**config.mk**
```make
export PLATFORM = sky130hd
export DESIGN_NAME = pc_sequencer
export DESIGN_NICKNAME = d
export VERILOG_FILES = /design/src/rtl/pc_sequencer.sv
export SDC_FILE = /design/constraint.sdc
export NUM_CORES = 1
export LEC_CHECK = 0
export CAP_MARGIN = 20
export CORE_ASPECT_RATIO = 1.2
export CORE_MARGIN = 8
export CORE_UTILIZATION = 42
export DETAILED_ROUTE_END_ITERATION = 6
export PLACE_DENSITY_LB_ADDON = 0.2
export SETUP_SLACK_MARGIN = 0.15
export SLEW_MARGIN = 20
export SYNTH_ARGS = -nofsm -noshare
export SYNTH_HDL_FRONTEND = slang
export SYNTH_SLANG_ARGS = --single-unit
```
**constraint.sdc**
```tcl
create_clock -name Clk -period 3.2 [get_ports Clk]
set_input_delay 0.64 -clock Clk [delete_from_list [all_inputs] [get_ports Clk]]
set_output_delay 0.64 -clock Clk [all_outputs]
set_load 0.02 [all_outputs]
```
**src/rtl/pc_sequencer.sv**
```systemverilog
// Fetch-stage program-counter sequencer: holds the PC, picks the next PC from
// sequential, branch, jump or register targets, and reports flush/valid/status.
module pc_sequencer #(
    parameter logic [31:0] RESET_PC = 32'h0000_0000
) (
    input  logic        Clk,
    input  logic        Reset,
    input  logic        Stall,
    input  logic        BranchTaken,
    input  logic [31:0] BranchTarget,
    input  logic        Jump,
    input  logic [25:0] JumpIndex,
    input  logic [31:0] IdPCPlus4,
    input  logic        JumpReg,
    input  logic [31:0] RegTarget,
    output logic [31:0] PC,
    output logic [31:0] PCPlus4,
    output logic        FetchValid,
    output logic        Flush,
    output logic        AlignErr,
    output logic [15:0] RedirectCount
);

    typedef enum logic {
        BOOT = 1'b0,
        RUN  = 1'b1
    } state_t;

    state_t      state;
    logic        redirect;
    logic [31:0] target;

    assign PCPlus4  = PC + 32'd4;
    assign redirect = JumpReg | Jump | BranchTaken;

    // Flush is qualified by Reset as well so a reset landing in RUN never kills IF.
    assign Flush = (state == RUN) & ~Stall & ~Reset & redirect;

    always_comb begin
        target = PCPlus4;
        if (JumpReg) begin
            target = {RegTarget[31:2], 2'b00};
        end else if (Jump) begin
            target = {IdPCPlus4[31:28], JumpIndex, 2'b00};
        end else if (BranchTaken) begin
            target = {BranchTarget[31:2], 2'b00};
        end
    end

    always_ff @(posedge Clk) begin
        if (Reset) begin
            state         <= BOOT;
            PC            <= {RESET_PC[31:2], 2'b00};
            FetchValid    <= 1'b0;
            AlignErr      <= 1'b0;
            RedirectCount <= '0;
        end else begin
            case (state)
                BOOT: begin
                    state      <= RUN;
                    FetchValid <= 1'b1;
                end
                RUN: begin
                    if (!Stall) begin
                        PC <= target;
                        if (redirect && (RedirectCount != '1)) begin
                            RedirectCount <= RedirectCount + 16'd1;
                        end
                        if (JumpReg && (RegTarget[1:0] != 2'b00)) begin
                            AlignErr <= 1'b1;
                        end
                    end
                end
                default: begin
                    state      <= BOOT;
                    FetchValid <= 1'b0;
                end
            endcase
        end
    end

endmodule

```
==> results of run 1 <==
-- worst paths after layout --
| path | end | slack, ns | cells past startpoint |
|---|---|---|---|
| hold reg to reg | FetchValid | 0.46 | 2 |
| setup reg to reg | RedirectCount[3] | 0.91 | 6 |
| hold / removal | FetchValid | 0.46 | 2 |
| setup / recovery | PCPlus4[12] | 0.21 | 5 |
-- timing repair --
action | in CTS | in global routing
pin swaps | 2 | 3
setup buffers | 0 | 2
gates resized for setup | 17 | 12
setup endpoints to repair | 18 | 11
cloned | 0 | 0
-- critical path: cells and delay by family, from the launching register on --
| family | cells | cell delay (ns) |
|---|---|---|
| buffers and inverters | 1 | 0.69 |
| flip-flops | 1 | 0.45 |
| adder cells (fa/ha/maj) | 1 | 0.24 |
| AND/OR/NAND/NOR | 2 | 0.43 |
| XOR/XNOR | 1 | 0.23 |
-- metrics by stage --
step | worst slack (ns) | hold WS, ns | instances | util
4_1_cts | 0.0103 | 0.459 | 785 | 0.679
3_5_place_dp | 0.240 | 0.441 | 777 | 0.669
6_report | 0.206 | 0.457 | 787 | 0.682
5_1_grt | 0.117 | 0.484 | 787 | 0.682
3_3_place_gp | 0.281 | 0.437 | 777 | 0.669
2_1_floorplan | 0.528 | 0.440 | 485 | -
-- layout make-up --
cell class	instances	area, sq um	share of cell area
clock buffer	5	68.8	0.0119
clock inverter	3	17.5	0.00302
inverter	12	45.0	0.00776
multi-input combinational	382	2480	0.428
sequential	49	985	0.170
tap	117	146	0.0252
timing repair buffer	219	2060	0.355
-- registers in the layout, summed over array words and instances, names as in the netlist --
name	cells
FetchValid	1
PC	30
state	1
AlignErr	1
RedirectCount	16
-- where the power goes --
part	total, mW	switching [mW]	internal (mW)
sequential	0.674	0.0356	0.638
combinational	0.549	0.272	0.277
clock	0.394	0.242	0.152
total	1.62	0.550	1.07
-- cell usage after synthesis, drive strengths merged (5+ instances only) --
cell type,number,area share
or3,6,0.010
nor3b,5,0.010
nand3,19,0.026
nand2b,9,0.015
nor2,46,0.047
xnor2,26,0.062
nor4,15,0.034
and4,8,0.019
nand4,22,0.039
o22ai,7,0.012
nor3,17,0.025
a21oi,19,0.026
a221oi,9,0.022
nand2,34,0.035
and3,6,0.010
a221o,9,0.025
a31oi,10,0.017
clkbuf,27,0.028
o21ai,34,0.047
dfxtp,49,0.27
inv,11,0.011
xor2,12,0.029
o31ai,6,0.012
buf,15,0.023
-- routing by layer --
metal | vias to the layer above | track usage | wire, um
met5 | - | 0 | 0
met4 | 0 | 0.111 | 519
met3 | 39 | 0.0675 | 1820
met2 | 297 | 0.470 | 8240
met1 | 2237 | 0.293 | 6060
li1 | 2193 | - | -
-- placed cells by master (no fill, tap or decap), drive strengths merged, types with 7 or more instances in the layout --
cell and n:
nor4 15, a21oi 19, clkbuf 8, xnor2 26, a221oi 9, nand4 22, a221o 9, o21ai 34
clkdlybuf4s50 162, nand2 34, inv 11, nand3 19, xor2 12, a31oi 10, o22ai 7, nor3 17
dlygate4sd2 9, and4 8, dfxtp 49, buf 43, nor2 46, nand2b 9
-- kinds of logic after synthesis --
group | after synthesis
flops | 49
xor+xnor | 38
compound gates | 135
fa+ha+maj | 2
simple gates | 199
mux | 4
other cells | 1
buf+inv | 54
==> flow_metrics.py, run 1 <==
metrics = {
    "yosys": {
        "muxShareOfSynthArea": 0.0110,
        "synth_compound_area_frac": 0.257,
        "syn_area_sq_um": 3650,
        "yosysWarnings": 0,
        "synth_edf_count": 0,
        "async_flop_share": 0,
        "yosysSeqAreaShare": 0.269,
        "ys_types": 64,
        "synth-main-ff-cell": "dfxtp_1",
        "synth_top_family_by_area": "simple AND/OR/NAND/NOR gates",
        "synthSimpleGateAreaFrac": 0.301,
        "avgSynthCellArea_sq_um": 7.57,
        "syn_inst": 482,
        "synthAdderAreaFrac": 0.00685,
        "synth_xor_area_frac": 0.0912,
        "synth-seq-cells": 49,
    },
    "setup_path": {
        "crit_chain": "ha_1, nand3_2, nor3_1, xor2_1, clkdlybuf4s50_1",
        "critPathKind": "reg2out",
        "regToRegStartpoint": "RedirectCount[6]",
        "crit_start": "PC[3]",
        "slowest_stage": "clkdlybuf4s50_1",
        "arrival_ns": 2.35,
        "cp.required_ns": 2.56,
        "slowest_delay_ns": 0.69,
        "path_max_fanout": 6,
        "start_kind": "flop",
        "crit_path_end_kind": "primary output",
    },
    "timing": {
        "setup_viol": 0,
        "fmax_ghz": 0.334,
        "fin_skew_ns": 0.00981,
        "tns_ns": 0,
        "fin_crit_ns": 2.99,
        "rsz0062_at_grt": "yes",
        "hold_violations": 0,
        "maxSlewHeadroom": 0.300,
        "drv_slew": 0,
        "tightest_slew_ns": 1.05,
        "fin_crit_sh": 0.936,
    },
    "global_routing": {
        "grt_overflow": 0,
        "grt_first_pass_wirelength_um": 25800,
        "grt_antenna_before_repair": 0,
        "grt_pass1_vias": 4827,
        "grt_use_total": 0.267,
        "grt_max_degree": 43,
    },
    "clocking": {
        "numCtsBuffers": 5,
        "cts_hold_buf": 0,
        "cts_tree": "done",
        "insertion_delay_ns": 0.32,
        "cts_root_buf": "clkbuf_8",
        "clkSinkCount": 49,
        "cts_max_level": 2,
        "path_clk_slew_ns": 0.10,
        "clockBufferDepth": 2,
    },
    "route": {
        "vias": 4766,
        "drt-wirelength-per-cell_um": 21.1,
        "drcViolationCount": 0,
        "via_per_inst": 6.06,
        "drt_iter0_markers": 452,
        "first_pass_iters": 7,
        "detail-route-antenna-nets": 0,
        "drt-total-wl_um": 16600,
    },
    "cells_and_area": {
        "final_nets": 799,
        "antenna_cells": 0,
        "area_growth_pct": 59.0,
        "drive_gt1_frac": 0.107,
        "postLayoutCellArea_sq_um": 5810,
        "fillers": 762,
    },
    "floorplan": {
        "die_area_sq_um": 11900,
        "start_util": 0.429,
        "fp-row-count": 37,
        "die_w_um": 101,
        "ios": 211,
        "fp.coreArea_sq_um": 8520,
        "die_h_um": 118,
    },
    "pwr": {
        "peakVddDrop_mv": 0.203,
        "p_per_area_nw_per_um2": 279,
        "p_leak_nw": 2.17,
        "p_total_mw": 1.62,
    },
    "run": {
        "drv_cap": 0,
    },
    "placement": {
        "dpl-instance-area_sq_um": 5700,
        "place_congestion": 0.893,
        "portBuffers": 176,
        "dp_hpwl_um": 12800,
    },
    "hold_path": {
        "worstHoldStart": "FetchValid",
        "hold_class": "reg2reg",
    },
    "status": {
        "outcome": "completed",
    },
}
Power figures use the tool's default switching activity.
==> inputs of run 2 (changes only) <==
- CAP_MARGIN: 20 -> 15
- CORE_ASPECT_RATIO: 1.2 -> default
- TNS_END_PERCENT: default -> 30
==> run 2 against run 1 <==
Against the previous run: sequential power about the same; final area up 0.37%; critical path depth up 1; combinational power up 1%; fmax down 2.8%; core utilization down 0.35 points; non-clock buffer count unchanged; routed wire length down 4.1%; die area down 0.10%; critical endpoint is now PCPlus4[29]; highest routed layer unchanged.
==> flow_metrics.py, run 2 (synthesis results as in run 1) <==
metrics = {
    "cells_and_area": {
        "top_register": "PC",
        "multi_input_area_sq_um": 2470,
        "fillers": 737,
        "final_nets": 799,
        "area_growth_pct": 59.6,
        "postLayoutCellArea_sq_um": 5830,
        "final_cell_mix": "clkdlybuf4s50_1, dfxtp_1, nor2_1",
        "largestRegisters": "PC (30), RedirectCount (16)",
        "drive_gt1_frac": 0.0955,
        "antenna_cells": 0,
        "largest_register_ffs": 30,
        "final_common_cell": "clkdlybuf4s50_1",
        "regArea_sq_um": 982,
        "final_util": 0.678,
    },
    "route": {
        "vias": 4704,
        "first_pass_iters": 6,
        "drt-wirelength-per-cell_um": 20.5,
        "drt_iter0_markers": 314,
        "detail-route-antenna-nets": 0,
        "m1WireLength_um": 6040,
        "via_per_inst": 6.05,
        "drt-total-wl_um": 16000,
        "wl_met3_um": 1970,
        "routed.top_layer": "met4",
        "drcViolationCount": 0,
        "met2_length_um": 7550,
    },
    "clocking": {
        "cts_max_level": 2,
        "cts_tree": "done",
        "clockBufferDepth": 2,
        "numCtsBuffers": 5,
        "insertion_delay_ns": 0.30,
        "path_clk_slew_ns": 0.10,
        "cts_root_buf": "clkbuf_8",
        "clkSinkCount": 49,
    },
    "setup_path": {
        "critPathKind": "reg2out",
        "start_kind": "flop",
        "crit_path_end_kind": "primary output",
        "arrival_ns": 2.44,
        "path_max_fanout": 12,
        "cp.required_ns": 2.56,
    },
    "placement": {
        "dpl-instance-area_sq_um": 5690,
        "dp_hpwl_um": 12200,
        "place_congestion": 0.911,
        "portBuffers": 176,
        "place_ws_ns": 0.219,
    },
    "global_routing": {
        "grt_overflow": 0,
        "grt_pass1_vias": 4675,
        "grt_first_pass_wirelength_um": 24100,
        "grt_max_degree": 43,
        "grt_antenna_before_repair": 0,
        "grt_use_total": 0.252,
    },
    "timing": {
        "fin_crit_ns": 3.08,
        "rsz0062_at_grt": "yes",
        "fin_crit_sh": 0.962,
        "fin_ws_ns": 0.120,
        "drv_slew": 0,
        "tightest_slew_ns": 1.13,
        "worst_hold_slack_ns": 0.456,
        "hold_violations": 0,
        "fmax_ghz": 0.325,
        "tns_ns": 0,
        "setup_viol": 0,
        "maxSlewHeadroom": 0.246,
        "fin_skew_ns": 0.00646,
    },
    "floorplan": {
        "die_w_um": 109,
        "start_util": 0.425,
        "fp.coreArea_sq_um": 8590,
        "ios": 211,
        "die_area_sq_um": 11900,
        "die_h_um": 109,
        "fp-row-count": 34,
    },
    "pwr": {
        "p_per_area_nw_per_um2": 293,
        "peakVddDrop_mv": 0.203,
        "p_leak_nw": 2.18,
    },
    "status": {
        "outcome": "completed",
    },
    "hold_path": {
        "hold_class": "reg2reg",
    },
    "run": {
        "drv_cap": 0,
    },
}
run 2: layout make-up:
type,count,share of cell area
Inverter,12,0.00773
Tap cell,108,0.0232
Timing Repair Buffer,219,0.356
Clock buffer,6,0.0142
Multi-Input combinational cell,382,0.424
Sequential cell,49,0.169
Clock inverter,2,0.00644
run 2: path summary, 6_finish.rpt:
| path | start | cells past startpoint | slack, ns | to |
|---|---|---|---|---|
| hold / removal | FetchValid | 2 | 0.46 | FetchValid |
| hold reg to reg | FetchValid | 2 | 0.46 | FetchValid |
| setup / recovery | PC[8] | 6 | 0.12 | PCPlus4[29] |
| setup reg to reg | RedirectCount[6] | 6 | 0.97 | RedirectCount[5] |
run 2: what timing repair did:
action	CTS	global route
endpoints found under the setup margin	15	13
buffers inserted	0	2
hold buffers	0	0
cloned	0	0
gates resized for setup	12	1
pin swaps	4	1
run 2: per-stage QoR:
stage	std cells	power, mW
floorplan	485	0.923
global placement	768	1.23
detailed placement	768	1.24
CTS	776	1.70
global route	778	1.77
finish	778	1.70
run 2: per-layer routing:
metal | vias up | global-route usage
li1 | 2206 | -
met1 | 2185 | 0.287
met2 | 280 | 0.436
met3 | 33 | 0.0822
met4 | 0 | 0.0810
met5 | - | 0
run 2: worst max-delay path: stages (launching register included):
cell             delay, ns
dfxtp_1               0.37
nand4_2               0.14
buf_4                 0.22
nor4_4                0.40
nand4_1               0.19
xnor2_1               0.18
clkdlybuf4s50_1       0.65
run 2: report_power, final:
part	switching, mW	internal (mW)	total (mW)
Clock	0.223	0.255	0.478
Combinational	0.274	0.281	0.556
Sequential	0.0337	0.637	0.671
Total	0.531	1.17	1.70
